**config.mk**
```make
export PLATFORM = sky130hd
export DESIGN_NAME = mult_sched_flat
export DESIGN_NICKNAME = d
export VERILOG_FILES = /design/src/rtl/mult_sched_pkg.sv /design/src/rtl/mult_sched_if.sv /design/src/rtl/mult_sched_rr_pick.sv /design/src/rtl/mult_sched.sv /design/src/flat_wrapper.sv
export SDC_FILE = /design/constraint.sdc
export NUM_CORES = 1
export LEC_CHECK = 0
export ABC_AREA = 1
export BUFFER_PORTS_ARGS = -buffer_cell sky130_fd_sc_hd__buf_2
export CAP_MARGIN = 10
export CORE_AREA = 2 2 99 101
export CTS_BUF_LIST = sky130_fd_sc_hd__clkbuf_8
export DETAILED_ROUTE_END_ITERATION = 16
export DIE_AREA = 0 0 101 103
export GPL_TIMING_DRIVEN = 0
export PLACE_DENSITY = 0.51
export SETUP_SLACK_MARGIN = 0.15
export SYNTH_ARGS = -nofsm -noshare
export SYNTH_HDL_FRONTEND = slang
export SYNTH_SLANG_ARGS = --single-unit
export TNS_END_PERCENT = 1
```
**constraint.sdc**
```tcl
create_clock -name clk -period 2.85 [get_ports clk]
set_clock_uncertainty 0.2 [all_clocks]
set_input_delay 0 -clock clk [delete_from_list [all_inputs] [get_ports clk]]
set_output_delay 0 -clock clk [all_outputs]
set_load 0.01 [all_outputs]
```
**src/rtl/mult_sched_pkg.sv**
```systemverilog
// Shared definitions for the multiplier scheduler: FSM state encoding and datapath widths.
package mult_pkg;

    localparam int OPW = 4;
    localparam int PRW = 8;

    typedef enum logic [1:0] {
        IDLE  = 2'd0,
        ISSUE = 2'd1,
        WAIT  = 2'd2,
        DONE  = 2'd3
    } state_t;

endpackage

```
**src/rtl/mult_sched_if.sv**
```systemverilog
// Client and multiplier signal bundle for mult_sched; slave is the scheduler's view.
interface mult_sched_if
    import mult_pkg::*;
#(
    parameter int NREQ = 4
);

    logic [NREQ-1:0]     req;
    logic [OPW*NREQ-1:0] opa;
    logic [OPW*NREQ-1:0] opb;
    logic [NREQ-1:0]     gnt;
    logic [NREQ-1:0]     done;
    logic [PRW-1:0]      res;
    logic                err;
    logic                busy;
    logic                m_start;
    logic [OPW-1:0]      m_multiplicando;
    logic [OPW-1:0]      m_multiplicador;
    logic                m_fin;
    logic [PRW-1:0]      m_producto;

    modport master (
        output req, opa, opb, m_fin, m_producto,
        input  gnt, done, res, err, busy, m_start, m_multiplicando, m_multiplicador
    );

    modport slave (
        input  req, opa, opb, m_fin, m_producto,
        output gnt, done, res, err, busy, m_start, m_multiplicando, m_multiplicador
    );

endinterface

```
**src/rtl/mult_sched_rr_pick.sv**
```systemverilog
// Combinational round-robin picker: first set request scanning upward from last+1 with wrap.
module rr_pick #(
    parameter int NREQ = 4,
    parameter int IW   = $clog2(NREQ)
) (
    input  logic [NREQ-1:0] req,
    input  logic [IW-1:0]   last,
    output logic [NREQ-1:0] winner,
    output logic [IW-1:0]   idx,
    output logic            any
);

    logic [NREQ-1:0] rot;
    logic [IW-1:0]   pos [NREQ];

    // rot[gi] is the request gi+1 places after last, so rot[0] has top priority
    generate
        for (genvar gi = 0; gi < NREQ; gi++) begin : g_rot
            logic [IW:0] sum;
            assign sum     = {1'b0, last} + (IW+1)'(gi + 1);
            assign pos[gi] = IW'((sum >= (IW+1)'(NREQ)) ? (sum - (IW+1)'(NREQ)) : sum);
            assign rot[gi] = req[pos[gi]];
        end
    endgenerate

    always_comb begin
        idx = '0;
        for (int k = NREQ - 1; k >= 0; k--) begin
            if (rot[k]) begin
                idx = pos[k];
            end
        end
    end

    assign any    = |req;
    assign winner = any ? ({{(NREQ-1){1'b0}}, 1'b1} << idx) : '0;

endmodule

```
**src/rtl/mult_sched.sv**
```systemverilog
// Round-robin scheduler sharing one sequential Booth multiplier between NREQ clients,
// with a watchdog that aborts an operation whose fin never arrives.
module mult_sched
    import mult_pkg::*;
#(
    parameter int NREQ    = 4,
    parameter int TIMEOUT = 32
) (
    input  logic         clk,
    input  logic         reset_n,
    mult_sched_if.slave  bus
);

    localparam int IW = $clog2(NREQ);
    localparam int CW = $clog2(TIMEOUT) + 1;

    state_t          state_reg;
    logic [IW-1:0]   owner_reg;
    logic [IW-1:0]   last_reg;
    logic [NREQ-1:0] own_hot_reg;
    logic            armed_reg;
    logic [CW-1:0]   cnt_reg;
    logic [NREQ-1:0] gnt_reg;
    logic [NREQ-1:0] done_reg;
    logic [PRW-1:0]  res_reg;
    logic            err_reg;
    logic            busy_reg;
    logic            m_start_reg;
    logic [OPW-1:0]  mcand_reg;
    logic [OPW-1:0]  mplier_reg;

    logic [NREQ-1:0] pick_hot;
    logic [IW-1:0]   pick_idx;
    logic            pick_any;

    rr_pick #(
        .NREQ (NREQ),
        .IW   (IW)
    ) u_pick (
        .req    (bus.req),
        .last   (last_reg),
        .winner (pick_hot),
        .idx    (pick_idx),
        .any    (pick_any)
    );

    always_ff @(posedge clk or negedge reset_n) begin
        if (!reset_n) begin
            state_reg   <= IDLE;
            owner_reg   <= '0;
            last_reg    <= IW'(NREQ - 1);
            own_hot_reg <= '0;
            armed_reg   <= 1'b0;
            cnt_reg     <= '0;
            gnt_reg     <= '0;
            done_reg    <= '0;
            res_reg     <= '0;
            err_reg     <= 1'b0;
            busy_reg    <= 1'b0;
            m_start_reg <= 1'b0;
            mcand_reg   <= '0;
            mplier_reg  <= '0;
        end else begin
            case (state_reg)
                IDLE: begin
                    if (pick_any) begin
                        owner_reg   <= pick_idx;
                        own_hot_reg <= pick_hot;
                        mcand_reg   <= bus.opa[pick_idx*OPW +: OPW];
                        mplier_reg  <= bus.opb[pick_idx*OPW +: OPW];
                        gnt_reg     <= pick_hot;
                        m_start_reg <= 1'b1;
                        busy_reg    <= 1'b1;
                        state_reg   <= ISSUE;
                    end
                end
                ISSUE: begin
                    gnt_reg     <= '0;
                    m_start_reg <= 1'b0;
                    // a fin still high from the previous op must drop before it counts
                    armed_reg   <= ~bus.m_fin;
                    cnt_reg     <= '0;
                    state_reg   <= WAIT;
                end
                WAIT: begin
                    cnt_reg <= cnt_reg + 1'b1;
                    if (!armed_reg && !bus.m_fin) begin
                        armed_reg <= 1'b1;
                    end
                    if (armed_reg && bus.m_fin) begin
                        res_reg   <= bus.m_producto;
                        err_reg   <= 1'b0;
                        done_reg  <= own_hot_reg;
                        state_reg <= DONE;
                    end else if (cnt_reg == CW'(TIMEOUT - 1)) begin
                        res_reg   <= '0;
                        err_reg   <= 1'b1;
                        done_reg  <= own_hot_reg;
                        state_reg <= DONE;
                    end
                end
                DONE: begin
                    done_reg  <= '0;
                    res_reg   <= '0;
                    err_reg   <= 1'b0;
                    busy_reg  <= 1'b0;
                    last_reg  <= owner_reg;
                    state_reg <= IDLE;
                end
                default: state_reg <= IDLE;
            endcase
        end
    end

    assign bus.gnt             = gnt_reg;
    assign bus.done            = done_reg;
    assign bus.res             = res_reg;
    assign bus.err             = err_reg;
    assign bus.busy            = busy_reg;
    assign bus.m_start         = m_start_reg;
    assign bus.m_multiplicando = mcand_reg;
    assign bus.m_multiplicador = mplier_reg;

endmodule

```
**src/flat_wrapper.sv**
```systemverilog
// flat-port wrapper written by rule: the top's interface ports become plain ports
module mult_sched_flat import mult_pkg::*;
#(
    parameter int NREQ    = 4,
    parameter int TIMEOUT = 32
)
  (clk, reset_n, bus_req, bus_opa, bus_opb, bus_m_fin, bus_m_producto, bus_gnt, bus_done, bus_res, bus_err, bus_busy, bus_m_start, bus_m_multiplicando, bus_m_multiplicador);
  mult_sched_if #(.NREQ(NREQ)) bus_i ();
  input  logic clk;
  input  logic reset_n;
  input wire logic [$bits(bus_i.req)-1:0] bus_req;
  input wire logic [$bits(bus_i.opa)-1:0] bus_opa;
  input wire logic [$bits(bus_i.opb)-1:0] bus_opb;
  input wire logic [$bits(bus_i.m_fin)-1:0] bus_m_fin;
  input wire logic [$bits(bus_i.m_producto)-1:0] bus_m_producto;
  output wire logic [$bits(bus_i.gnt)-1:0] bus_gnt;
  output wire logic [$bits(bus_i.done)-1:0] bus_done;
  output wire logic [$bits(bus_i.res)-1:0] bus_res;
  output wire logic [$bits(bus_i.err)-1:0] bus_err;
  output wire logic [$bits(bus_i.busy)-1:0] bus_busy;
  output wire logic [$bits(bus_i.m_start)-1:0] bus_m_start;
  output wire logic [$bits(bus_i.m_multiplicando)-1:0] bus_m_multiplicando;
  output wire logic [$bits(bus_i.m_multiplicador)-1:0] bus_m_multiplicador;
  assign bus_i.req = bus_req;
  assign bus_i.opa = bus_opa;
  assign bus_i.opb = bus_opb;
  assign bus_i.m_fin = bus_m_fin;
  assign bus_i.m_producto = bus_m_producto;
  assign bus_gnt = bus_i.gnt;
  assign bus_done = bus_i.done;
  assign bus_res = bus_i.res;
  assign bus_err = bus_i.err;
  assign bus_busy = bus_i.busy;
  assign bus_m_start = bus_i.m_start;
  assign bus_m_multiplicando = bus_i.m_multiplicando;
  assign bus_m_multiplicador = bus_i.m_multiplicador;
  mult_sched #(.NREQ(NREQ), .TIMEOUT(TIMEOUT)) u_core (.clk(clk), .reset_n(reset_n), .bus(bus_i));
endmodule
```
**Word-level counts from Yosys, hierarchy flattened**

Index checks and enable logic that the tools add are counted.

- Output and inout port bits: 27
- Input bits: 47
- Register bits after elaboration: 44

- Bitwise gates (word level): 1
- Reductions and logical operators: 16
- Mux-type cells: 37
- Order comparisons: 8
- Equal/unequal tests: 7
- Shift operators: 3
- Add/subtract/negate cells: 9

Operators by type and width:

| cell | count |
|---|---|
| $shiftx A16 B5 Y4 | 2 |
| $mux W2 | 11 |
| $mux W8 | 2 |
| $pmux W4 S2 | 2 |
| $pmux W8 S2 | 1 |
| $ge A3 B3 Y1 const B | 4 |
| $lt A2 B3 Y1 const B | 4 |
| $mux W4 | 3 |
| $pmux W6 S2 | 1 |
| $reduce_and A2 Y1 | 6 |
| $bmux W1 S2 | 4 |
| $mux W1 | 8 |
| $pmux W1 S2 | 4 |
| $pmux W2 S4 | 1 |
| $reduce_bool A2 Y1 | 4 |
| $sub A2 B1 Y2 const B | 4 |
| $add A2 B2 Y3 const B | 2 |
| $add A6 B1 Y6 const B | 1 |
| $eq A6 B5 Y1 const B | 1 |
| $eq A2 B2 Y1 const B | 2 |
| $ne A2 B1 Y1 const B | 2 |
| $reduce_or A4 Y1 | 1 |
| $shl A1 B2 Y4 const A | 1 |
| $add A2 B1 Y3 const B | 1 |
| 7 further kinds | 9 |

**Longest topological paths before layout**

Gate-level depths: netlist (run 1).

- Depth in word-level cells: 12
- Gate-level depth with buffers: 17
- Gate-level depth less buffers: 15

**By module**

From an unflattened synthesis (run 1), not the netlist that was laid out.

- Cell total of the unflattened synthesis: 347
- Area total of the unflattened synthesis: 2514.9 um^2

Modules (own cells, without submodules):

| module | times used | cells each | area each (um^2) |
|---|---|---|---|
| mult_sched | 1 | 287 | 2243.4 |
| rr_pick | 1 | 60 | 271.5 |

**Worst setup path before layout (run 1)**

Ideal clock, no wire load.

- Kind: register to register
- Start: reg u_core.last_reg[0]
- End: reg u_core.mplier_reg[3] (netlist: u_core.bus.m_multiplicador[3])
- Arrival: 1.661 ns
- Clock period less this slack: 1.977 ns
- Path slack: 0.873 ns
- Stages on the path, launching flop included: 16
- Setup time: 0.117 ns
- Cell sequence: dfstp_2 buf_6 nand2_1 o21ai_1 nor2_2 nor2_4 nand2_2 nand2_4 nand2_8 buf_8 nand2_2 nand2_1 nand2_1 nand2_1 nand2_1 nand2_1

- Cells in the longest elaborated chain, start to end: 10

Ends and longest elaborated chain:

| what | line | RTL |
|---|---|---|
| start, declared | mult_sched.sv:19 | `logic [IW-1:0] last_reg;` |
| start signal, assigned | mult_sched.sv:51 | `last_reg <= IW'(NREQ - 1);` |
| start signal, assigned | mult_sched.sv:107 | `last_reg <= owner_reg;` |
| $add A2 B3 Y3 | mult_sched_rr_pick.sv:20 | `assign sum = {1'b0, last} + (IW+1)'(gi + 1);` |
| $ge A3 B3 Y1 or $sub A2 B1 Y2 (tied branches) | mult_sched_rr_pick.sv:21 | `assign pos[gi] = IW'((sum >= (IW+1)'(NREQ)) ? (sum - (IW+1)'(NREQ)) : sum);` |
| $mux W2 | mult_sched_rr_pick.sv:21 |  |
| $bmux W1 S2 | mult_sched_rr_pick.sv:22 | `assign rot[gi] = req[pos[gi]];` |
| $mux W1 (implied by the code) | mult_sched_rr_pick.sv:22 |  |
| $mux W2 (3 in series) | mult_sched_rr_pick.sv:29 | `if (rot[k]) begin` |
| $mux W2 (*) | mult_sched_rr_pick.sv:29 |  |
| $shiftx A16 B5 Y4 (*) | mult_sched.sv:70 | `mplier_reg <= bus.opb[pick_idx*OPW +: OPW];` |
| end signal, assigned | mult_sched.sv:70 |  |
| end, declared | mult_sched.sv:30 | `logic [OPW-1:0] mplier_reg;` |

Every way passes the cells marked *; elsewhere a longest branch is shown, timed or not. The select of a mux whose other input is x is not followed.
A chain may end at the register's enable or synchronous reset.

**Final worst setup path (run 1)**

Ends and elaborated chain as after synthesis.

==> flow_summary.toml, run 1 <==
[status]
run_status = "finished clean"

[timing]
period_minus_slack_ns = 2.629
grt_setup_unrepaired = "true"
tightest_slew_ns = 0.9740
timing.fmax_mhz = 380.3
final_hold_viol_count = 0
finalMaxSlewViolations = 0
finalWorstSetupSlack_ns = 0.2205
fin_crit_sh = 0.9226
finalSetupTns_ns = 0
holdWs_ns = 0.2065
setup_viol = 0
maxSlewHeadroom = 0.3507

[worst_setup_path]
reg2reg_to = "u_core.bus.m_multiplicador[3]$_DFFE_PN0P_"
path_class = "flop to flop"
cp-start-kind = "flop"
ff2ff_path_depth = 18
rrSetupSlack_ns = 0.22
arrival_ns = 2.62
cp_max_fo = 8
cp_data_required_time_ns = 2.85
crit_path_end_kind = "flop"
reg2reg_from = "u_core.last_reg[0]$_DFFE_PN1P_"

[clock_network]
clkSlewWorstSetupHoldPaths_ns = 0.09
clk_latency_ns = 0.30
cts_sinks = 44
clockBufferDepth = 2
cts_tree = "done"
cts_buffers = 5
htreeDepth = 2
ctsRootBufferMaster = "clkbuf_8"

[synth]
synth_common_cells = "125 x nand2_1, 42 x dfrtp_1, 34 x nand3_1"
syn_avg_cell_area_um2 = 7.469
ys.warnings.count = 0
syn_area_um2 = 2472
synth_nets = 384
synth_top_area_frac = 0.4251
synth_cell_types = 28
synth_ff_type = "dfrtp_1"
syn_inst = 331
yosysMostFrequentCell = "nand2_1"
ys_ff_latch = 44
synth_top_area_cell = "dfrtp_1"
ys_top_cells_by_area = "dfrtp_1 43%, nand2_1 19%, nand3_1 6.9%"
ys_seq_area_frac = 0.4464
synth-edff-count = 0
async_flop_share = 1.000

[cells_and_area]
final_area_um2 = 3672
stdcell_count = 579
diodes = 0
largest_reg_flops = 8
area_delta_synth_final_pct = 48.53
nNetsFinal = 517
layout-drive-gt1-share = 0.2710
fillers = 980
multi_input_area_um2 = 1210
finalCoreUtilization = 0.3882
seq_area_um2 = 1104

[power]
total_power_mw = 4.188
p_leak_nw = 1.966
peakVddDrop_v = 0.0003190
p_per_area_nw_per_um2 = 1141

[place]
post-place-ws_ns = 0.6077
dp_cells = 518
placed_area_um2 = 2980
dp_hpwl_um = 4652
io_buffers = 73
gp_congestion = 0.7795

[routing]
dr.pass1.iters = 4
drtIter0Drc = 95
wirelength_um = 7097
via_per_inst = 4.449
drc = 0
vias = 2576
drtAntennaViolNets = 0
wl_per_cell_um = 12.26

[floorplan]
core_area_um2 = 9459
die_height_um = 103
dieArea_um2 = 10400
start_util = 0.2614
num_io_pins = 74
dieWidth_um = 101
rows = 36

[global_route]
grt_pass1_vias = 2522
grt_pass1_wl_um = 11320
overflow = 0
track_usage = 0.1362
antenna_found_initial = 0
grt_max_degree = 45

[hold_path]
hp-class = "input pin to asynchronous set/reset pin"

[job]
maxCapViolations = 0
==> placed cells by master (no fill, tap or decap), drive strengths merged <==
cell type	Yosys	final
dfstp	2	2
o22ai	6	6
nor2	14	14
a21oi	7	7
clkbuf	6	13
nor3b	2	2
o21ai	31	31
dfrtp	42	42
nand3	35	35
nor3	3	3
inv	29	29
nand2	138	138
bufinv	0	1
dlygate4sd3	0	44
nor4	1	1
nand3b	2	2
buf	7	89
ha	6	6
==> cell families (layout without fill, tap and decap cells) <==
| logic type | Yosys count | count (layout) | share of synthesized area |
|---|---|---|---|
| and+or+nand+nor | 195 | 195 | 0.3532 |
| AOI/OAI and AO/OA | 44 | 44 | 0.09210 |
| DFF | 44 | 44 | 0.4464 |
| buffers and inverters | 42 | 176 | 0.07793 |
| adders and majority gates | 6 | 6 | 0.03036 |
==> per-layer routing <==
layer  GRT usage  share of wire  vias to the layer above
met3     0.02508          0.031                       14
met1      0.1629           0.44                     1196
met4     0.04886          0.021                        0
li1            -              -                     1325
met2      0.2451           0.51                       41
met5           0              0                        -
==> where the power goes <==
| group | leakage, nW | total [mW] | switching [mW] | internal, mW |
|---|---|---|---|---|
| registers | 0.564 | 1.03 | 0.140 | 0.889 |
| logic | 1.34 | 2.64 | 1.57 | 1.07 |
| clock network | 0.0645 | 0.519 | 0.209 | 0.309 |
| total | 1.97 | 4.19 | 1.92 | 2.27 |
==> critical path: stages (launching register included) <==
cell and delay (ns):
dfstp_2 0.54, buf_8 0.12, inv_8 0.05, nand2_2 0.06
nand2_2 0.08, nand2_1 0.09, nand2_1 0.07, nand2_2 0.09
nand2_2 0.07, nand2_4 0.11, nand2_8 0.07, buf_6 0.13
nand2_1 0.05, nand2_1 0.04, dlygate4sd3_1 0.54, nand2_1 0.06
nand2_1 0.05, nand2_1 0.05, nand2_1 0.04
==> layout make-up <==
class                      instances  area share
inverter                          29     0.03169
clock inverter                     1    0.008177
clock buffer                       7     0.02624
buffer                            13     0.02181
sequential                        44      0.3005
timing repair buffer             126      0.2433
tap                              114     0.03884
multi-input combinational        245      0.3295
==> repair_timing <==
| item | in CTS | in global routing |
|---|---|---|
| gates resized for setup | 0 | 16 |
| setup endpoints to repair | 0 | 6 |
| hold buffers | 44 | 1 |
| hold endpoints to repair | 63 | 1 |
| buffers inserted | 0 | 9 |
==> worst max path at each step <==
stage               depth (start not counted)                                        end                       startpoint
floorplan                                  15  u_core.bus.m_multiplicador[3]$_DFFE_PN0P_   u_core.last_reg[0]$_DFFE_PN1P_
global placement                            8              u_core.bus.res[6]$_DFFE_PN0P_  u_core.state_reg[0]$_DFFE_PN0P_
detailed placement                          8              u_core.bus.res[6]$_DFFE_PN0P_  u_core.state_reg[0]$_DFFE_PN0P_
CTS                                        15  u_core.bus.m_multiplicador[1]$_DFFE_PN0P_   u_core.last_reg[0]$_DFFE_PN1P_
global route                               18  u_core.bus.m_multiplicador[3]$_DFFE_PN0P_   u_core.last_reg[0]$_DFFE_PN1P_
finish                                     18  u_core.bus.m_multiplicador[3]$_DFFE_PN0P_   u_core.last_reg[0]$_DFFE_PN1P_
No activity file was read; power rests on OpenSTA's default activity.
==> inputs of run 2 (changes only) <==
- ABC_AREA: 1 -> unset
- CORE_AREA: 2 2 99 101 -> 2 2 94 96
- DIE_AREA: 0 0 101 103 -> 0 0 96 98
- PLACE_DENSITY: 0.51 -> 0.57
- RECOVER_POWER: unset -> 100
==> run 2 against run 1 <==
Synthesized cell count down 29%. Cell count shrank 20%. Power is 33% lower. Worst setup slack gained 0.038 ns. Wire length is 14% lower. Die area shrank 9.6%. Via count is 18% lower. Utilization is 1.4 points lower. Clock-buffer cell count decreased by 1. Non-clock buffer count decreased by 15. Critical path type unchanged. Critical endpoint is now u_core.bus.m_multiplicando[2]$_DFFE_PN0P_.
==> flow_summary.toml, run 2 <==
[worst_setup_path]
critPathMaxStageDelay_ns = 0.60
cp_slowest_cell = "dfstp_1"
cp_max_fo = 10
cp_data_required_time_ns = 2.80
cp_cell_sequence = "nor2b_1 > o21ai_4 > and3_1 > buf_4 > buf_6 > mux2i_1 > dlygate4sd3_1 > a211oi_1"
path_class = "flop to flop"
arrival_ns = 2.54
cp-start-kind = "flop"
crit_path_end_kind = "flop"

[power]
p_per_area_nw_per_um2 = 885.3
peakVddDrop_v = 0.0003768
p_leak_nw = 1.466

[global_route]
grt_pass1_vias = 2041
grt_pass1_wl_um = 9763
antenna_found_initial = 0
overflow = 0
track_usage = 0.1320
grt_max_degree = 45

[clock_network]
clockBufferDepth = 2
cts_tree = "done"
cts_buffers = 5
clk_latency_ns = 0.30
htreeDepth = 2
clkSlewWorstSetupHoldPaths_ns = 0.09
cts_sinks = 44
ctsRootBufferMaster = "clkbuf_8"

[timing]
maxSlewHeadroom = 0.2492
grt_setup_unrepaired = "false"
final_hold_viol_count = 0
finalMaxSlewViolations = 0
period_minus_slack_ns = 2.592
finalSetupTns_ns = 0
setup_viol = 0
timing.fmax_mhz = 385.8
tightest_slew_ns = 1.126
fin_crit_sh = 0.9094

[synth]
yosysMostFrequentCell = "nand2_1"
ys_top_cells_by_area = "dfrtp_1 47%, nand2_1 7.7%, a211oi_1 5.7%"
synth_cell_types = 36
ys.warnings.count = 0
synth_top_area_cell = "dfrtp_1"
async_flop_share = 1.000
synth_nets = 287
ys_ff_latch = 44
syn_inst = 234
syn_area_um2 = 2230
synth-edff-count = 0
synth_top_area_frac = 0.4714
synth_common_cells = "46 x nand2_1, 42 x dfrtp_1, 17 x a211oi_1, 17 x nor2_1, 14 x nand3_1"
synth_ff_type = "dfrtp_1"
ys_seq_area_frac = 0.4949
syn_avg_cell_area_um2 = 9.528

[job]
maxCapViolations = 0

[cells_and_area]
stdcell_count = 463
layout-drive-gt1-share = 0.1887
mostFrequentLayoutCells = "47 x buf_2, 46 x nand2_1, 42 x dfrtp_1, 36 x dlygate4sd3_1, 34 x clkbuf_1"
diodes = 0
area_delta_synth_final_pct = 41.92
largest_reg_flops = 8
nNetsFinal = 407
mostFrequentLayoutCell = "buf_2"

[routing]
wirelength_um = 6099
drc = 0
drtAntennaViolNets = 0
drtIter0Drc = 68
via_per_inst = 4.579
vias = 2120
dr.pass1.iters = 4
wl_per_cell_um = 13.17

[hold_path]
hp-class = "input pin to flop"

[floorplan]
dieWidth_um = 96
num_io_pins = 74
die_height_um = 98
rows = 34
start_util = 0.2634
core_area_um2 = 8466
dieArea_um2 = 9408

[place]
dp_hpwl_um = 4081
dp_cells = 415
io_buffers = 73
gp_congestion = 0.6908

[status]
run_status = "finished clean"
## run 2: changes by cell type in the layout (fill, tap and decap cells not counted), moves of 14 or more
cell / previous run / this run
nand2_1: 122 / 46
buf_2: 77 / 47
clkbuf_1: 6 / 34
nand3_1: 32 / 14
a211oi_1: 0 / 17
inv_1: 25 / 10
nand2_2: 14 / 0
## run 2: power by group
group	total [mW]	internal, mW	switching (mW)
registers	1.01	0.870	0.142
clock network	0.411	0.191	0.220
logic	1.38	0.551	0.827
## run 2: cell type report
class                           instances  area, um2
Fill cell                             870       5301
Sequential cell                        44       1104
Multi-Input combinational cell        171       1028
Timing Repair Buffer                  113      720.7
Tap cell                              108      135.1
Clock buffer                            6      82.58
Buffer                                 11      56.30
Inverter                                8      30.03
Clock inverter                          2      7.507
## run 2: final timing paths
check,end,start,slack [ns],depth (start not counted)
hold reg to reg,u_core.bus.res[1]$_DFFE_PN0P_,u_core.bus.res[1]$_DFFE_PN0P_,0.27,2
setup reg to reg,u_core.bus.m_multiplicando[2]$_DFFE_PN0P_,u_core.last_reg[0]$_DFFE_PN1P_,0.26,8
hold / removal,u_core.bus.m_multiplicador[0]$_DFFE_PN0P_,bus_opb[8],0.02,4
setup / recovery,u_core.bus.m_multiplicando[2]$_DFFE_PN0P_,u_core.last_reg[0]$_DFFE_PN1P_,0.26,8
min in group asynchronous,u_core.bus.res[2]$_DFFE_PN0P_,reset_n,0.23,2
max in group asynchronous,u_core.armed_reg$_DFFE_PN0P_,reset_n,1.51,2
## run 2: cells by family after synthesis
family | count (synthesis) | synth area share
and+or+nand+nor | 105 | 0.2312
xor gates and xnor gates | 1 | 0.003929
buffers and inverters | 19 | 0.03984
adders and majority gates | 6 | 0.03367
DFF | 44 | 0.4950
muxes | 10 | 0.04602
AOI/OAI and AO/OA | 49 | 0.1504
## run 2: stage by stage
step	setup slack [ns]	power (mW)	instance area [um2]	hold WS, ns	util
6_report	0.2583	2.801	3164	0.01539	0.3738
5_1_grt	0.1238	3.056	3164	0.04826	0.3738
4_1_cts	0.2457	2.850	3181	0.01258	0.3757
3_5_place_dp	0.6746	2.365	2730	0.01809	0.3225
3_3_place_gp	0.6886	2.335	2730	0.002820	0.3225
2_1_floorplan	0.9894	1.907	2230	-0.4956	-
## run 2: metal layers
layer | wire (um) | share of wire | track usage
met1 | 2761 | 0.45 | 0.1728
met4 | 68 | 0.011 | 0.03626
met5 | 0 | 0 | 0
met2 | 2871 | 0.47 | 0.2126
met3 | 398 | 0.065 | 0.03627
## run 2: critical path, delay by kind of cell, from the launching register on
kind                   cells  cell delay, ns
AOI/OAI and AO/OA          2            0.26
buffers and inverters      3            0.88
and+or+nand+nor            2            0.29
muxes                      1            0.21
DFF                        1            0.60
## run 2: timing repair
item	CTS	global route
setup endpoints to repair	0	5
hold endpoints to repair	61	0
hold buffers	36	0
setup buffers	0	4
gates resized for setup	0	0
==> inputs of run 3 (changes only) <==
- ABC_AREA: unset -> 0
- MAX_ROUTING_LAYER: unset -> met4
==> run 3 against run 2 <==
Register-to-register slack about the same. Critical path type unchanged. Flip-flop and latch count did not move. Fmax is essentially flat. Power shrank 0.10%. Via count fell by 0.24%. Clock-buffer cell count stayed put. Combinational power is essentially flat.
==> flow_summary.toml, run 3 (synthesis results as in run 2) <==
[routing]
dr.pass1.iters = 4
wl_per_cell_um = 13.14
vias = 2115
wirelength_um = 6086
drtIter0Drc = 64
drtAntennaViolNets = 0
drc = 0
via_per_inst = 4.568

[clock_network]
clk_latency_ns = 0.30
clockBufferDepth = 2
cts_tree = "done"
cts_resized = 0
cts_sinks = 44
ctsRootBufferMaster = "clkbuf_8"
clkSlewWorstSetupHoldPaths_ns = 0.09
htreeDepth = 2
cts_buffers = 5

[cells_and_area]
largest_reg_flops = 8
nNetsFinal = 407
fillers = 870
layout-drive-gt1-share = 0.1887
diodes = 0
final_area_um2 = 3164
finalCoreUtilization = 0.3738
mostFrequentLayoutCells = "47 x buf_2, 46 x nand2_1, 42 x dfrtp_1, 36 x dlygate4sd3_1, 34 x clkbuf_1"
area_delta_synth_final_pct = 41.92
mostFrequentLayoutCell = "buf_2"

[global_route]
grt_pass1_vias = 2041
track_usage = 0.1359
grt_max_degree = 45
antenna_found_initial = 0
overflow = 0
grt_pass1_wl_um = 9763

[timing]
timing.fmax_mhz = 385.5
finalMaxSlewViolations = 0
setup_viol = 0
period_minus_slack_ns = 2.594
maxSlewHeadroom = 0.2489
fin_crit_sh = 0.9102
holdWs_ns = 0.01650
finalSetupTns_ns = 0
tightest_slew_ns = 1.127
final_hold_viol_count = 0
grt_setup_unrepaired = "false"

[worst_setup_path]
cp_slowest_cell = "dfstp_1"
arrival_ns = 2.54
critPathMaxStageDelay_ns = 0.60
path_class = "flop to flop"
cp_max_fo = 10
cp_cell_sequence = "nor2b_1 > o21ai_4 > and3_1 > buf_4 > buf_6 > mux2i_1 > dlygate4sd3_1 > a211oi_1"
ff2ff_path_depth = 8
cp_data_required_time_ns = 2.79
crit_family = "buffers and inverters"
path_depth = 8
crit_path_end_kind = "flop"
cp-start-kind = "flop"
crit_buf_inv = 3

[place]
gp_congestion = 0.6982
dp_hpwl_um = 4081
placed_area_um2 = 2730
io_buffers = 73

[floorplan]
rows = 34
start_util = 0.2634
core_area_um2 = 8466
dieArea_um2 = 9408
dieWidth_um = 96
die_height_um = 98
num_io_pins = 74

[power]
peakVddDrop_v = 0.0003783
p_leak_nw = 1.466
p_per_area_nw_per_um2 = 884.4

[hold_path]
whs_path_depth = 4
hp-class = "input pin to flop"

[status]
run_status = "finished clean"

[job]
maxCapViolations = 0
run 3: cell counts in the layout (fill, tap and decap cells not counted):
Identical to the previous run, type by type.
run 3: area by class of cell:
class                           instances  area [um2]  area share
Clock buffer                            6       82.58     0.02610
Inverter                                8       30.03    0.009490
Buffer                                 11       56.30     0.01779
Multi-Input combinational cell        171        1028      0.3250
Sequential cell                        44        1104      0.3488
Clock inverter                          2       7.507    0.002372
Timing Repair Buffer                  113       720.7      0.2278
Tap cell                              108       135.1     0.04270
run 3: where the power goes:
group	internal [mW]	leakage (nW)	switching (mW)
logic	0.551	0.855	0.827
clock network	0.191	0.0538	0.217
registers	0.870	0.557	0.142
run 3: worst paths after layout:
| path | slack (ns) | start | endpoint |
|---|---|---|---|
| max in group asynchronous | 1.51 | reset_n | u_core.armed_reg$_DFFE_PN0P_ |
| min reg2reg | 0.27 | u_core.bus.res[1]$_DFFE_PN0P_ | u_core.bus.res[1]$_DFFE_PN0P_ |
| max | 0.26 | u_core.last_reg[0]$_DFFE_PN1P_ | u_core.bus.m_multiplicando[2]$_DFFE_PN0P_ |
| max reg2reg | 0.26 | u_core.last_reg[0]$_DFFE_PN1P_ | u_core.bus.m_multiplicando[2]$_DFFE_PN0P_ |
| min | 0.02 | bus_opa[8] | u_core.bus.m_multiplicando[0]$_DFFE_PN0P_ |
| min in group asynchronous | 0.23 | reset_n | u_core.bus.res[2]$_DFFE_PN0P_ |
run 3: worst register-to-register path, delay by kind of cell (launching register included):
kind	cells	cell delay, ns
multiplexers	1	0.21
AO/OA/AOI/OAI	2	0.26
AND/OR/NAND/NOR	2	0.29
buffers and inverters	3	0.88
flip-flops	1	0.60
run 3: stage by stage:
stage	power [mW]	setup slack [ns]	std cells
3_3_place_gp	2.335	0.6886	415
6_report	2.798	0.2560	463
4_1_cts	2.850	0.2457	459
3_5_place_dp	2.365	0.6746	415
2_1_floorplan	1.907	0.9894	234
5_1_grt	3.056	0.1238	463
run 3: what timing repair did:
item	4_1_cts	5_1_grt
hold buffers	36	0
hold endpoints to repair	61	0
endpoints found under the setup margin	0	5
buffers inserted	0	4
run 3: routing by layer:
metal | GRT usage | part of all wire | up-vias
li1 | - | - | 1066
met1 | 0.1748 | 0.45 | 967
met2 | 0.2126 | 0.47 | 74
met3 | 0.03318 | 0.064 | 8
met4 | 0.03626 | 0.011 | 0
met5 | - | 0 | -
